--- src/rtl/dmem_arbiter.sv ---
// ---------------------------------------------------------------------------
// dmem_arbiter
//
// Shares one data memory between two requesters. The memory has one read
// port and one write port, and its read data is registered (valid one cycle
// after the address). At most one access is accepted per cycle.
//   Port 0 : core MEM stage. It has priority.
//   Port 1 : debug/DMA master. A bounded starvation counter guarantees that
//            it makes progress.
//
// Optional build macro: DMEM_ARB_RR_EN
//   defined   -> pure round-robin between the two ports. starve_cnt and
//                STARVE_LIMIT are unused.
//   undefined -> port-0 priority with a starvation-forced grant for port 1.
//
// Ports:
//   clock, reset            : rising-edge clock; asynchronous active-high reset
//   in_reqN_valid/write     : request strobe, 1 = write / 0 = read
//   in_reqN_addr/wdata      : request address and write data
//   out_reqN_ready          : request accepted this cycle (combinational)
//   out_rspN_valid/rdata    : read response, one cycle after acceptance
//   out_mem_rd_addr         : read address to the memory
//   out_mem_wr_addr         : write address to the memory
//   out_mem_wr_word         : write data to the memory
//   out_mem_write_en        : write strobe to the memory
//   in_mem_rd_word          : memory read data (registered inside the memory)
// ---------------------------------------------------------------------------
module dmem_arbiter #(
    parameter int ADDR_WIDTH   = 12,
    parameter int WORD_WIDTH   = 16,
    parameter int STARVE_LIMIT = 4
) (
    input  logic                  clock,
    input  logic                  reset,
    input  logic                  in_req0_valid,
    input  logic                  in_req0_write,
    input  logic [ADDR_WIDTH-1:0] in_req0_addr,
    input  logic [WORD_WIDTH-1:0] in_req0_wdata,
    output logic                  out_req0_ready,
    output logic                  out_rsp0_valid,
    output logic [WORD_WIDTH-1:0] out_rsp0_rdata,
    input  logic                  in_req1_valid,
    input  logic                  in_req1_write,
    input  logic [ADDR_WIDTH-1:0] in_req1_addr,
    input  logic [WORD_WIDTH-1:0] in_req1_wdata,
    output logic                  out_req1_ready,
    output logic                  out_rsp1_valid,
    output logic [WORD_WIDTH-1:0] out_rsp1_rdata,
    output logic [ADDR_WIDTH-1:0] out_mem_rd_addr,
    output logic [ADDR_WIDTH-1:0] out_mem_wr_addr,
    output logic [WORD_WIDTH-1:0] out_mem_wr_word,
    output logic                  out_mem_write_en,
    input  logic [WORD_WIDTH-1:0] in_mem_rd_word
);

    // Grant decision for the current cycle. Grants are forced low while
    // reset is asserted, so ready and write_en read as 0 during reset.
    logic                  grant0_s;
    logic                  grant1_s;
    logic                  any_grant_s;
    logic                  sel_write_s;
    logic [ADDR_WIDTH-1:0] sel_addr_s;
    logic [WORD_WIDTH-1:0] sel_wdata_s;

    // Copies of the last granted address and data. They drive the memory
    // side in cycles with no grant.
    logic [ADDR_WIDTH-1:0] hold_addr_r;
    logic [WORD_WIDTH-1:0] hold_wdata_r;

    // Read-owner pipeline: bit 0 = port 0, bit 1 = port 1, 2'b00 = none.
    logic [1:0]            pending_r;
    logic [WORD_WIDTH-1:0] rdata0_r;
    logic [WORD_WIDTH-1:0] rdata1_r;

`ifdef DMEM_ARB_RR_EN
    // 1 = port 1 was granted most recently.
    logic last_grant_r;

    // Round-robin grant: on contention the port not granted last time wins.
    always_comb begin
        grant0_s = 1'b0;
        grant1_s = 1'b0;
        if (reset) begin
            grant0_s = 1'b0;
            grant1_s = 1'b0;
        end else if (in_req0_valid && in_req1_valid) begin
            if (last_grant_r) begin
                grant0_s = 1'b1;
                grant1_s = 1'b0;
            end else begin
                grant0_s = 1'b0;
                grant1_s = 1'b1;
            end
        end else begin
            grant0_s = in_req0_valid;
            grant1_s = in_req1_valid;
        end
    end

    // Remember which port was granted last. Hold when idle.
    always_ff @(posedge clock or posedge reset) begin
        if (reset) begin
            last_grant_r <= 1'b0;
        end else if (grant1_s) begin
            last_grant_r <= 1'b1;
        end else if (grant0_s) begin
            last_grant_r <= 1'b0;
        end else begin
            last_grant_r <= last_grant_r;
        end
    end
`else
    localparam logic [3:0] STARVE_MAX = 4'(STARVE_LIMIT);

    logic [3:0] starve_cnt_r;
    logic [3:0] starve_cnt_s;
    logic       force1_s;

    // Port 1 has waited through STARVE_LIMIT port-0 grants, so it takes
    // this cycle.
    assign force1_s = in_req1_valid && (starve_cnt_r == STARVE_MAX);

    // Priority grant: port 0 first, unless port 1 is being forced.
    always_comb begin
        grant0_s = 1'b0;
        grant1_s = 1'b0;
        if (reset) begin
            grant0_s = 1'b0;
            grant1_s = 1'b0;
        end else if (force1_s) begin
            grant0_s = 1'b0;
            grant1_s = 1'b1;
        end else if (in_req0_valid) begin
            grant0_s = 1'b1;
            grant1_s = 1'b0;
        end else begin
            grant0_s = 1'b0;
            grant1_s = in_req1_valid;
        end
    end

    // Next starve count. It counts port-0 wins while port 1 waits, and
    // saturates. Any port-1 grant or a dropped port-1 request clears it,
    // so exactly one forced grant follows each saturation.
    always_comb begin
        starve_cnt_s = starve_cnt_r;
        if (!in_req1_valid || grant1_s) begin
            starve_cnt_s = 4'd0;
        end else if (grant0_s && (starve_cnt_r != STARVE_MAX)) begin
            starve_cnt_s = starve_cnt_r + 4'd1;
        end else begin
            starve_cnt_s = starve_cnt_r;
        end
    end

    // Starvation counter register.
    always_ff @(posedge clock or posedge reset) begin
        if (reset) begin
            starve_cnt_r <= 4'd0;
        end else begin
            starve_cnt_r <= starve_cnt_s;
        end
    end
`endif

    // Mux the granted request. Port 1 is selected only when it holds the grant.
    assign any_grant_s = grant0_s | grant1_s;
    assign sel_write_s = grant1_s ? in_req1_write : in_req0_write;
    assign sel_addr_s  = grant1_s ? in_req1_addr  : in_req0_addr;
    assign sel_wdata_s = grant1_s ? in_req1_wdata : in_req0_wdata;

    assign out_req0_ready   = grant0_s;
    assign out_req1_ready   = grant1_s;
    assign out_mem_rd_addr  = any_grant_s ? sel_addr_s  : hold_addr_r;
    assign out_mem_wr_addr  = any_grant_s ? sel_addr_s  : hold_addr_r;
    assign out_mem_wr_word  = any_grant_s ? sel_wdata_s : hold_wdata_r;
    assign out_mem_write_en = any_grant_s & sel_write_s;

    // Capture the granted address and data. They stay on the memory side while idle.
    always_ff @(posedge clock or posedge reset) begin
        if (reset) begin
            hold_addr_r  <= {ADDR_WIDTH{1'b0}};
            hold_wdata_r <= {WORD_WIDTH{1'b0}};
        end else if (any_grant_s) begin
            hold_addr_r  <= sel_addr_s;
            hold_wdata_r <= sel_wdata_s;
        end else begin
            hold_addr_r  <= hold_addr_r;
            hold_wdata_r <= hold_wdata_r;
        end
    end

    // Track the owner of an accepted read so its data goes back next cycle.
    // A new owner loads every cycle, so back-to-back reads pipeline.
    always_ff @(posedge clock or posedge reset) begin
        if (reset) begin
            pending_r <= 2'b00;
        end else begin
            pending_r <= {grant1_s & ~in_req1_write, grant0_s & ~in_req0_write};
        end
    end

    // Keep each port's last returned word, so a non-owner's rdata stays stable.
    always_ff @(posedge clock or posedge reset) begin
        if (reset) begin
            rdata0_r <= {WORD_WIDTH{1'b0}};
            rdata1_r <= {WORD_WIDTH{1'b0}};
        end else begin
            rdata0_r <= pending_r[0] ? in_mem_rd_word : rdata0_r;
            rdata1_r <= pending_r[1] ? in_mem_rd_word : rdata1_r;
        end
    end

    // Memory output is already registered, so the owner sees it directly.
    assign out_rsp0_valid = pending_r[0];
    assign out_rsp1_valid = pending_r[1];
    assign out_rsp0_rdata = pending_r[0] ? in_mem_rd_word : rdata0_r;
    assign out_rsp1_rdata = pending_r[1] ? in_mem_rd_word : rdata1_r;

endmodule

--- config.mk ---
export PLATFORM = sky130hd
export DESIGN_NAME = dmem_arbiter
export DESIGN_NICKNAME = d
export VERILOG_FILES = /design/src/rtl/dmem_arbiter.sv
export SDC_FILE = /design/constraint.sdc
export NUM_CORES = 1
export LEC_CHECK = 0
export ABC_AREA = 0
export BUFFER_PORTS_ARGS = -buffer_cell sky130_fd_sc_hd__buf_4
export CAP_MARGIN = 40
export CORE_MARGIN = 2
export CORE_UTILIZATION = 30
export DETAILED_ROUTE_END_ITERATION = 8
export HOLD_SLACK_MARGIN = 0.02
export PLACE_DENSITY = 0.54
export SLEW_MARGIN = 20
export SYNTH_ARGS = -nofsm -noshare
export SYNTH_HDL_FRONTEND = slang
export SYNTH_SLANG_ARGS = --single-unit
--- constraint.sdc ---
create_clock -name clock -period 4.6 [get_ports clock]
set_input_delay 0.46 -clock clock [delete_from_list [all_inputs] [get_ports clock]]
set_output_delay 0.46 -clock clock [all_outputs]
set_load 0.02 [all_outputs]
==> impl_results.md, run 1 <==
- Outcome: finished clean
- Tightest Hold Check Type: primary input to asynchronous set/reset pin
- Leftover overflow at the end of global routing: 0
- Clock-pin slew on the worst setup and hold paths: 0.08 ns
- Post-route minimum period: 2.960 ns
- Critical Path Max Stage Delay: 0.44 ns
- Library cell used as clock root buffer: sky130_fd_sc_hd__clkbuf_8
- Die boundary height: 103.3 um
- Placed insts: 537
- Power Total: 1.836 mW
- Gate count of the mapped netlist: 276
- Number of clock buffers inserted by TritonCTS: 9
- Diodes inserted: 0
- Pre-Repair DR Iteration Count: 5
- Setup TNS: 0 ns
- Largest net degree at the start of global routing: 43
- Count of unresolved DRC violations after routing: 0
- Maximum Capacitance Violations: 0
- Data arrival time of the critical path: 2.50 ns
- Sequential cell area fraction in the yosys report: 55.84%
- Most repeated cell in the gate-level netlist after synthesis: sky130_fd_sc_hd__dfrtp_1
- Dominant cells by area after synthesis: sky130_fd_sc_hd__dfrtp_1, sky130_fd_sc_hd__mux2_2, sky130_fd_sc_hd__nand2_1
- Synth cell types: 28
- Fraction of final layout cells with drive strength greater than 1: 50.12%
- Relative area change from synthesis to final layout: 47.38%
- Wire length after detailed routing: 7554 um
- Final cell count without fillers: 554
- Die Area: 10,670 sq um
- Total of buffers placed on input and output ports: 154
- Number of nets in the layout: 496
- Transition time at the pin with the least slew margin: 0.7448 ns
- Period utilization: 64.35%
- Synthesized Nets: 356
- Core box area: 9684 sq um
- Post-synthesis instance area: 2958 sq um
- Crit. End Element: output pin
- Largest clock skew in the final design: 0.01056 ns
- Achievable clock frequency: 337.8 MHz
- Most numerous cell types in the synthesized netlist: sky130_fd_sc_hd__dfrtp_1, sky130_fd_sc_hd__nand2_1, sky130_fd_sc_hd__mux2_2
- Core occupancy in the finished layout: 45.01%
- Setup repair after global routing missed its margin: false
- Final setup violation count: 0
- Standard-cell row count: 36
- Dominant cell type by area after synthesis: sky130_fd_sc_hd__dfrtp_1
- CTS-repair resized insts: 0
- FF-to-FF path depth: 7
- Final weighted congestion of routability-driven global placement: 0.7674
- Number of storage elements in the synthesis netlist: 66
- FF+latch area: 1652 sq um
- Multi-input combinational cell area: 1066 sq um
- Buffer count from post-CTS setup fixing: 0
- Portion of synthesized cell area occupied by the leading cell type: 55.84%
- Critical path type: flop to output pin
- Yosys synthesis warning count: 0
- Initial detailed-routing violation count: 44
- Maximum buffer depth of the clock tree: 2
- Count of pins over their slew limit: 0
- Fin. Hold Viols: 0
- Remaining number of nets flagged by the antenna check after routing: 0
- Max_slew headroom: 50.34%
- Post-synth top flop: sky130_fd_sc_hd__dfrtp_1
- CTS Hold Buffers Added: 0
- Die extent in x: 103.3 um
- Synthesized area per cell: 10.72 sq um
- Clock Sink Count: 66
- Antenna violations before repair: 0
- Startpoint Class: flop
- GR Util All Layers: 14.03%
- Number of H-tree levels: 3
- TritonCTS clock tree: built
- Vias in the first global route: 2,343
- Number of enable-type register cells in the synthesized netlist: 0
- Wire length per cell: 13.64 um
- Pwr/cell area: 421.3 nW/um^2
- Static leakage power: 2.087 nW
- Data required time at the worst endpoint: 4.14 ns
- Clock latency of the later-clocked register in the worst-skew pair: 0.33 ns
- Number of top-level pins: 155
- Post-detailed-route via-to-cell ratio: 4.520
- Number of vias after detailed routing: 2,504
- First-pass GRT wire length: 11,440 um
- Worst path cell trace: inv_1 > ha_1 > and3b_1 > o21ai_4 > inv_2 > nand2_1 > a31oi_1 > buf_4
- Worst vdd ir: 0.1552 mV
- Layout fillers: 927
- Cell with the largest stage delay on the worst path: sky130_fd_sc_hd__inv_2
- Worst hold margin: 0.2523 ns
- Critical Path Fanout Max: 30
- Initial core utilization: 30.54%
- Hpwl dp: 5476 um
- Share of flip-flops with an asynchronous set or reset after synthesis: 100.0%
-- metrics by stage --
stage                     setup slack [ns]  cell area, sq um
final                                1.640              4359
after detailed placement             1.550              4094
after floorplan                      2.169              2958
after global placement               1.534              4074
after CTS                            1.168              4344
after global routing                 1.382              4359
-- cells in the final DEF (no fill, tap or decap) --
cell	n
sky130_fd_sc_hd__a211oi_1	1
sky130_fd_sc_hd__a21boi_0	3
sky130_fd_sc_hd__a21oi_1	1
sky130_fd_sc_hd__a31oi_1	28
sky130_fd_sc_hd__and2b_1	1
sky130_fd_sc_hd__and2b_2	1
sky130_fd_sc_hd__and3b_1	1
sky130_fd_sc_hd__buf_12	1
sky130_fd_sc_hd__buf_4	156
sky130_fd_sc_hd__buf_8	1
sky130_fd_sc_hd__bufinv_16	3
sky130_fd_sc_hd__clkbuf_8	10
sky130_fd_sc_hd__clkinv_2	1
sky130_fd_sc_hd__clkinv_4	1
sky130_fd_sc_hd__dfrtp_1	66
sky130_fd_sc_hd__ha_1	2
sky130_fd_sc_hd__inv_1	3
sky130_fd_sc_hd__inv_2	2
sky130_fd_sc_hd__inv_6	1
sky130_fd_sc_hd__mux2_2	32
sky130_fd_sc_hd__nand2_1	62
sky130_fd_sc_hd__nand3_1	3
sky130_fd_sc_hd__nand3b_1	1
sky130_fd_sc_hd__nand4_1	2
sky130_fd_sc_hd__nor2_1	30
sky130_fd_sc_hd__nor2_4	1
sky130_fd_sc_hd__nor2b_1	1
sky130_fd_sc_hd__nor3b_1	2
sky130_fd_sc_hd__nor4_1	1
sky130_fd_sc_hd__o21ai_0	2
sky130_fd_sc_hd__o21ai_4	1
-- critical path: cells and delay by family (launching register included) --
kind                     cells  cell delay, ns
flip-flops                   1            0.41
AO/OA/AOI/OAI                2            0.49
adder cells (fa/ha/maj)      1            0.20
buffers and inverters        3            0.73
AND/OR/NAND/NOR              2            0.34
-- power by group --
group / leakage [nW] / switching, mW / internal [mW] / total (mW)
combinational: 1.18 / 0.290 / 0.247 / 0.537
clock: 0.127 / 0.228 / 0.377 / 0.605
sequential: 0.776 / 0.0256 / 0.670 / 0.695
-- registers in the layout, indices dropped and copies added (netlist names) --
signal / cells
starve_cnt_r: 4
rdata0_r: 16
rdata1_r: 16
hold_wdata_r: 16
pending_r: 2
hold_addr_r: 12
-- layout make-up --
class	instances	area share, %
Sequential cell	66	37.89
Timing Repair Buffer	158	27.67
Multi-Input combinational cell	176	24.45
Tap cell	133	3.817
Clock buffer	10	3.157
Clock inverter	6	2.583
Inverter	5	0.4305
-- routing by layer --
| layer | GRT usage, % | part of all wire [%] |
|---|---|---|
| met1 | 17.49 | 43 |
| met4 | 6.275 | 1.5 |
| met3 | 5.108 | 9.9 |
| met5 | 0 | 0 |
| met2 | 21.88 | 46 |
-- logic make-up (layout without fill, tap and decap cells) --
logic type | Yosys count | count (layout) | synth area share, %
fa+ha+maj | 2 | 2 | 0.8459
compound gates | 36 | 36 | 7.995
flops | 66 | 66 | 55.84
buf+inv | 34 | 179 | 8.291
mux | 32 | 32 | 12.18
simple gates | 106 | 106 | 14.85
-- worst paths after layout --
check,from,to,slack [ns]
min,reset,starve_cnt_r[1],0.25
min reg2reg,rdata0_r[0],rdata0_r[0],0.50
min in group clock,in_req1_write,pending_r[1],0.27
max reg2reg,starve_cnt_r[0],hold_addr_r[3],2.50
max,starve_cnt_r[0],out_mem_wr_addr[1],1.64
max in group asynchronous,reset,rdata0_r[13],3.41
Power figures use the tool's default switching activity.
==> inputs of run 2 (changes only) <==
Settings changed: PLACE_DENSITY 0.54 to 0.56.
Clock period 4.6 ns to 2.56 ns, I/O delays scaled along.
==> run 2 against run 1 <==
Compared with the run above: highest routed layer unchanged; routed wire length rose by 2.1%; critical path depth did not move; largest power group unchanged; total power rose by 74%; clock power rose by 58%; sequential share of layout area fell by 1.0 points; sequential power rose by 78%.
==> impl_results.md, run 2 (synthesis gave the netlist of run 1 again) <==
- Number of H-tree levels: 3 (unchanged)
- Die Area: 10,670 sq um (unchanged)
- Post-detailed-route via-to-cell ratio: 4.500 (-0.44%)
- Hpwl dp: 5610 um (+2.4%)
- Initial core utilization: 30.54% (unchanged)
- GR Util All Layers: 14.54% (+0.51 points)
- Data required time at the worst endpoint: 2.30 ns (-1.84 ns)
- Maximum buffer depth of the clock tree: 2 (unchanged)
- Period utilization: 94.46%
- Achievable clock frequency: 413.5 MHz
- Wire length per cell: 13.78 um (+1.0%)
- Setup repair after global routing missed its margin: true
- Layout fillers: 932 (+0.54%)
- Power Total: 3.198 mW (+74%)
- Pwr/cell area: 714.4 nW/um^2 (+70%)
- FF+latch area: 1652 sq um (unchanged)
- Library cell used as clock root buffer: sky130_fd_sc_hd__clkbuf_8
- Number of nets in the layout: 502 (+1.2%)
- Final weighted congestion of routability-driven global placement: 0.7559 (-1.5%)
- Wire length after detailed routing: 7715 um (+2.1%)
- Reg power frac: 38.9% (+1.0 points)
- Number of top-level pins: 155 (unchanged)
- Clock Sink Count: 66 (unchanged)
- Worst vdd ir: 0.2584 mV (+67%)
- Fraction of final layout cells with drive strength greater than 1: 52.93% (+2.8 points)
- Clock-pin slew on the worst setup and hold paths: 0.08 ns (about the same)
- Diodes inserted: 0 (unchanged)
- Antenna violations before repair: 0 (unchanged)
- Transition time at the pin with the least slew margin: 0.3990 ns (-0.3459 ns)
- Setup TNS: 0 ns (unchanged)
- Relative area change from synthesis to final layout: 51.35%
- Pre-Repair DR Iteration Count: 4 (-1)
- Count of unresolved DRC violations after routing: 0 (unchanged)
- Most common library cell in the layout ignoring fill and taps: sky130_fd_sc_hd__buf_4
- Grt peak-use layer: met2
- Final setup violation count: 0 (unchanged)
- Static leakage power: 2.104 nW (+0.85%)
- Most frequent cells in the layout: sky130_fd_sc_hd__buf_4, sky130_fd_sc_hd__dfrtp_1, sky130_fd_sc_hd__nand2_1
- Design internal power: 2.215 mW (+71%)
- Number of vias after detailed routing: 2,520 (+0.64%)
- Flop-to-flop setup slack: 0.82 ns (-1.68 ns)
- Top Registers: hold_wdata_r x16, rdata0_r x16, rdata1_r x16
- Met2 demand-to-capacity share in global routing: 24.53% (+2.6 points)
- Post-route minimum period: 2.418 ns
- Initial detailed-routing violation count: 58 (+32%)
- Die boundary height: 103.3 um (unchanged)
- Standard-cell row count: 36 (unchanged)
- Core box area: 9684 sq um (unchanged)
- Fin. Hold Viols: 0 (unchanged)
- Multi-input combinational cell area: 1135 sq um (+6.5%)
- Outcome: finished clean
- First-pass GRT wire length: 11,960 um (+4.5%)
- Largest net degree at the start of global routing: 44 (+2.3%)
- Buffer count from post-CTS setup fixing: 0 (unchanged)
- Critical path type: flop to output pin
- Sw power: 0.9836 mW (+81%)
- Count of pins over their slew limit: 0 (unchanged)
- Critical Path Fanout Max: 22 (-27%)
- TritonCTS clock tree: built
- Crit. End Element: output pin
- Die extent in x: 103.3 um (unchanged)
- Clock power share: 30.0% (-2.9 points)
- Combinational fraction of design power: 31.2% (+2.0 points)
- Tightest Hold Check Type: primary input to flop
- Number of clock buffers inserted by TritonCTS: 9 (unchanged)
- Remaining number of nets flagged by the antenna check after routing: 0 (unchanged)
- Data arrival time of the critical path: 2.16 ns (-0.34 ns)
- Maximum Capacitance Violations: 0 (unchanged)
- Max_slew headroom: 73.34% (+23 points)
- Sw frac: 30.76% (+1.2 points)
- Vias in the first global route: 2,565 (+9.5%)
- Met3 capacity usage during global routing: 4.234% (-0.87 points)
- Clock latency of the later-clocked register in the worst-skew pair: 0.33 ns (about the same)
- Largest clock skew in the final design: 0.008784 ns (-0.001771 ns)
- Pre-CTS worst setup slack: 0.3589 ns (-1.191 ns)
- Leftover overflow at the end of global routing: 0 (unchanged)
- Met1 Resource Use GR: 17.54% (+0.042 points)
- Total of buffers placed on input and output ports: 154 (unchanged)
- Post-route setup slack: 0.1419 ns (-1.498 ns)
- Startpoint Class: flop
==> run 2: changes by cell type in the layout (fill, tap and decap cells not counted), moves of 3 or more <==
| cell | change |
|---|---|
| sky130_fd_sc_hd__a31oi_1 | -11 |
| sky130_fd_sc_hd__a31oi_2 | +11 |
| sky130_fd_sc_hd__buf_4 | +3 |
| sky130_fd_sc_hd__clkinvlp_4 | +3 |
==> run 2: final timing paths <==
path | cells after the start | end | from
max in group asynchronous | 5 | rdata1_r[5] | reset
worst min-delay path | 2 | pending_r[1] | in_req1_write
worst max-delay path | 8 | out_mem_rd_addr[0] | starve_cnt_r[0]
worst max register to register | 7 | hold_addr_r[0] | starve_cnt_r[0]
worst min register to register | 1 | rdata0_r[9] | rdata0_r[9]
min in group asynchronous | 3 | starve_cnt_r[0] | reset
==> run 2: layer usage <==
layer	vias to the layer above	wire length, um
met5	-	0
met2	108	3694
met1	1190	3338
met3	8	595
met4	0	87
li1	1214	-
==> run 2: worst max-delay path, stage by stage (launching register included) <==
cell	delay (ns)
sky130_fd_sc_hd__dfrtp_1	0.39
sky130_fd_sc_hd__inv_1	0.08
sky130_fd_sc_hd__ha_1	0.23
sky130_fd_sc_hd__and3b_1	0.23
sky130_fd_sc_hd__o21ai_4	0.17
sky130_fd_sc_hd__buf_8	0.20
sky130_fd_sc_hd__nand2_1	0.07
sky130_fd_sc_hd__a31oi_1	0.25
sky130_fd_sc_hd__buf_4	0.19
==> run 2: area by class of cell <==
type,instances,share of cell area (%)
multi-input combinational,176,25.35
clock inverter,6,2.040
tap,133,3.717
inverter,5,0.4192
sequential,66,36.89
timing repair buffer,164,28.73
clock buffer,10,2.851
==> run 2: per-stage QoR <==
stage / instances / hold slack [ns] / instance area, sq um / util [%]
3_5_place_dp: 543 / 0.1984 / 4172 / 43.07
4_1_cts: 560 / 0.05341 / 4404 / 45.48
2_1_floorplan: 276 / 0.3216 / 2958 / -
5_1_grt: 560 / 0.05413 / 4477 / 46.23
6_report: 560 / 0.08048 / 4477 / 46.23
3_3_place_gp: 542 / 0.1939 / 4144 / 42.79
==> run 2: power by group through the flow <==
stage,clock [mW],sequential [mW],combinational [mW]
after floorplan,0,1.25,0.574
after global placement,0,1.26,0.979
after detailed placement,0,1.27,0.993
after CTS,0.997,1.24,0.997
after global routing,1.04,1.26,1.08
final,0.958,1.24,0.997
==> run 2: repair_timing <==
action | 4_1_cts | 5_1_grt
setup endpoints to repair | 12 | 27
hold buffers | 1 | 0
hold endpoints to repair | 2 | 0
gates resized for setup | 1 | 12
==> inputs of run 3 (changes only) <==
Settings changed: CELL_PAD_IN_SITES_DETAIL_PLACEMENT set to 0, CELL_PAD_IN_SITES_GLOBAL_PLACEMENT set to 1, PLACE_DENSITY 0.56 to 0.74, REMOVE_ABC_BUFFERS set to 1.
==> run 3 against run 2 <==
Compared with the run above: clock skew shrank 0.0012 ns; worst hold slack lost 0.0016 ns; global-route usage shrank 0.10 points; total power grew 4.0%; largest power group unchanged; highest routed layer unchanged.
==> impl_results.md, run 3 (synthesis gave the netlist of run 1 again) <==
- Core box area: 9684 sq um (unchanged)
- Final setup violation count: 0 (unchanged)
- Number of H-tree levels: 3 (unchanged)
- Wire length per cell: 14.28 um (+3.7%)
- Clock-pin slew on the worst setup and hold paths: 0.08 ns (about the same)
- Worst hold margin: 0.07884 ns (-0.001644 ns)
- Clock Sink Count: 66 (unchanged)
- Standard-cell row count: 36 (unchanged)
- Critical Path Fanout Max: 10 (-55%)
- Maximum buffer depth of the clock tree: 2 (unchanged)
- Worst vdd ir: 0.2981 mV (+15%)
- Hpwl dp: 5655 um (+0.80%)
- Largest net degree at the start of global routing: 40 (-9.1%)
- Wire length after detailed routing: 8012 um (+3.8%)
- Tightest Hold Check Type: primary input to flop
- Number of top-level pins: 155 (unchanged)
- Post-detailed-route via-to-cell ratio: 4.453 (-1.0%)
- Data arrival time of the critical path: 2.19 ns (+0.03 ns)
- Leftover overflow at the end of global routing: 0 (unchanged)
- First-pass GRT wire length: 11,780 um (-1.5%)
- Post-route minimum period: 2.450 ns (+0.03222 ns)
- Remaining number of nets flagged by the antenna check after routing: 0 (unchanged)
- Crit. End Element: output pin
- Data required time at the worst endpoint: 2.30 ns (about the same)
- Clock latency of the later-clocked register in the worst-skew pair: 0.33 ns (about the same)
- Most frequent cells in the layout: sky130_fd_sc_hd__buf_4, sky130_fd_sc_hd__dfrtp_1, sky130_fd_sc_hd__nand2_1
- Die extent in x: 103.3 um (unchanged)
- Setup repair after global routing missed its margin: true
- Die Area: 10,670 sq um (unchanged)
- Antenna violations before repair: 0 (unchanged)
- Static leakage power: 2.134 nW (+1.4%)
- Worst setup path startpoint: starve_cnt_r[0]
- GR Util All Layers: 14.44% (-0.10 points)
- Power Total: 3.328 mW (+4.0%)
- TritonCTS clock tree: built
- Number of clock buffers inserted by TritonCTS: 9 (unchanged)
- Pwr/cell area: 729.8 nW/um^2 (+2.2%)
- Diodes inserted: 0 (unchanged)
- Number of vias after detailed routing: 2,498 (-0.87%)
- Period utilization: 95.72% (+1.3 points)
- Top Registers: hold_wdata_r x16, rdata0_r x16, rdata1_r x16
- Relative area change from synthesis to final layout: 54.15%
- Number of nets in the layout: 503 (+0.20%)
- Capturing element of the worst setup path: out_mem_rd_addr[10]
- FF-to-FF path depth: 9 (+2)
- Worst reg2reg path startpoint: starve_cnt_r[0]
- Capturing point of the worst reg2reg path: hold_addr_r[5]
- Transition time at the pin with the least slew margin: 0.7398 ns (+0.3409 ns)
- Startpoint Class: flop
- Die boundary height: 103.3 um (unchanged)
- Achievable clock frequency: 408.1 MHz (-1.3%)
- Final weighted congestion of routability-driven global placement: 0.7522 (-0.49%)
- Max_slew headroom: 50.68% (-23 points)
- Maximum Capacitance Violations: 0 (unchanged)
- Count of unresolved DRC violations after routing: 0 (unchanged)
- Library cell used as clock root buffer: sky130_fd_sc_hd__clkbuf_8
- Flop-to-flop setup slack: 0.73 ns (-0.09 ns)
- Setup TNS: 0 ns (unchanged)
- Largest clock skew in the final design: 0.007626 ns (-0.001158 ns)
- Most common library cell in the layout ignoring fill and taps: sky130_fd_sc_hd__buf_4
- Initial detailed-routing violation count: 74 (+28%)
- Vias in the first global route: 2,487 (-3.0%)
- Critical path type: flop to output pin
- Count of pins over their slew limit: 0 (unchanged)
- Fin. Hold Viols: 0 (unchanged)
- Outcome: finished clean
- Fraction of final layout cells with drive strength greater than 1: 54.91% (+2.0 points)
- Initial core utilization: 30.54% (unchanged)
- Pre-Repair DR Iteration Count: 4 (unchanged)
- Total of buffers placed on input and output ports: 154 (unchanged)
## run 3: what timing repair did
| action | CTS | global route |
|---|---|---|
| hold buffers | 0 | 0 |
| buffers inserted | 0 | 2 |
| pin swaps | 0 | 1 |
| setup endpoints to repair | 23 | 33 |
| gates cloned | 0 | 1 |
| gates resized for setup | 3 | 25 |
## run 3: layout make-up
class / count / area [sq um]
clock inverters: 6 / 115.1
well taps: 133 / 166.4
multi-input cells: 176 / 1190
repair inverters: 1 / 5.005
fillers: 925 / 5125
repair buffers: 164 / 1280
clock buffers: 10 / 127.6
inverters: 5 / 23.77
flip-flops and latches: 66 / 1652
## run 3: critical path, stage by stage (launching register included)
cell and delay (ns):
sky130_fd_sc_hd__dfrtp_1 0.40, sky130_fd_sc_hd__inv_2 0.07, sky130_fd_sc_hd__ha_4 0.16, sky130_fd_sc_hd__and3b_2 0.23, sky130_fd_sc_hd__o21ai_4 0.23, sky130_fd_sc_hd__buf_12 0.14, sky130_fd_sc_hd__clkinv_2 0.15, sky130_fd_sc_hd__nand2_1 0.13
sky130_fd_sc_hd__a31oi_2 0.14, sky130_fd_sc_hd__buf_4 0.19
## run 3: where the power goes
part | switching, mW | internal (mW)
Combinational | 0.543 | 0.466
Sequential | 0.0473 | 1.20
Clock | 0.417 | 0.651
Total | 1.01 | 2.32
## run 3: worst min-delay path by stage
stage / startpoint / to / slack [ns] / depth (start not counted)
detailed placement: in_req0_write / pending_r[0] / 0.42 / 2
finish: in_req0_write / pending_r[0] / 0.08 / 2
CTS: in_req0_write / pending_r[0] / 0.06 / 2
global route: in_req0_write / pending_r[0] / 0.06 / 2
floorplan: in_req0_write / pending_r[0] / 0.32 / 1
global placement: in_req0_write / pending_r[0] / 0.42 / 2
## run 3: per-layer routing
metal	share of wire (%)	vias to the layer above	GRT usage [%]
met5	0	-	0
met4	1.0	0	4.858
met3	9.2	8	5.578
met2	47	120	24.28
met1	43	1163	16.98
li1	-	1207	-
## run 3: metrics by stage
step,util (%),area (sq um),setup slack [ns],cells
2_1_floorplan,-,2731,0.08230,247
3_3_place_gp,42.66,4131,0.2799,542
3_5_place_dp,42.66,4131,0.2236,542
4_1_cts,45.28,4385,0.008235,558
5_1_grt,47.08,4559,-0.009953,561
6_report,47.08,4559,0.1097,561
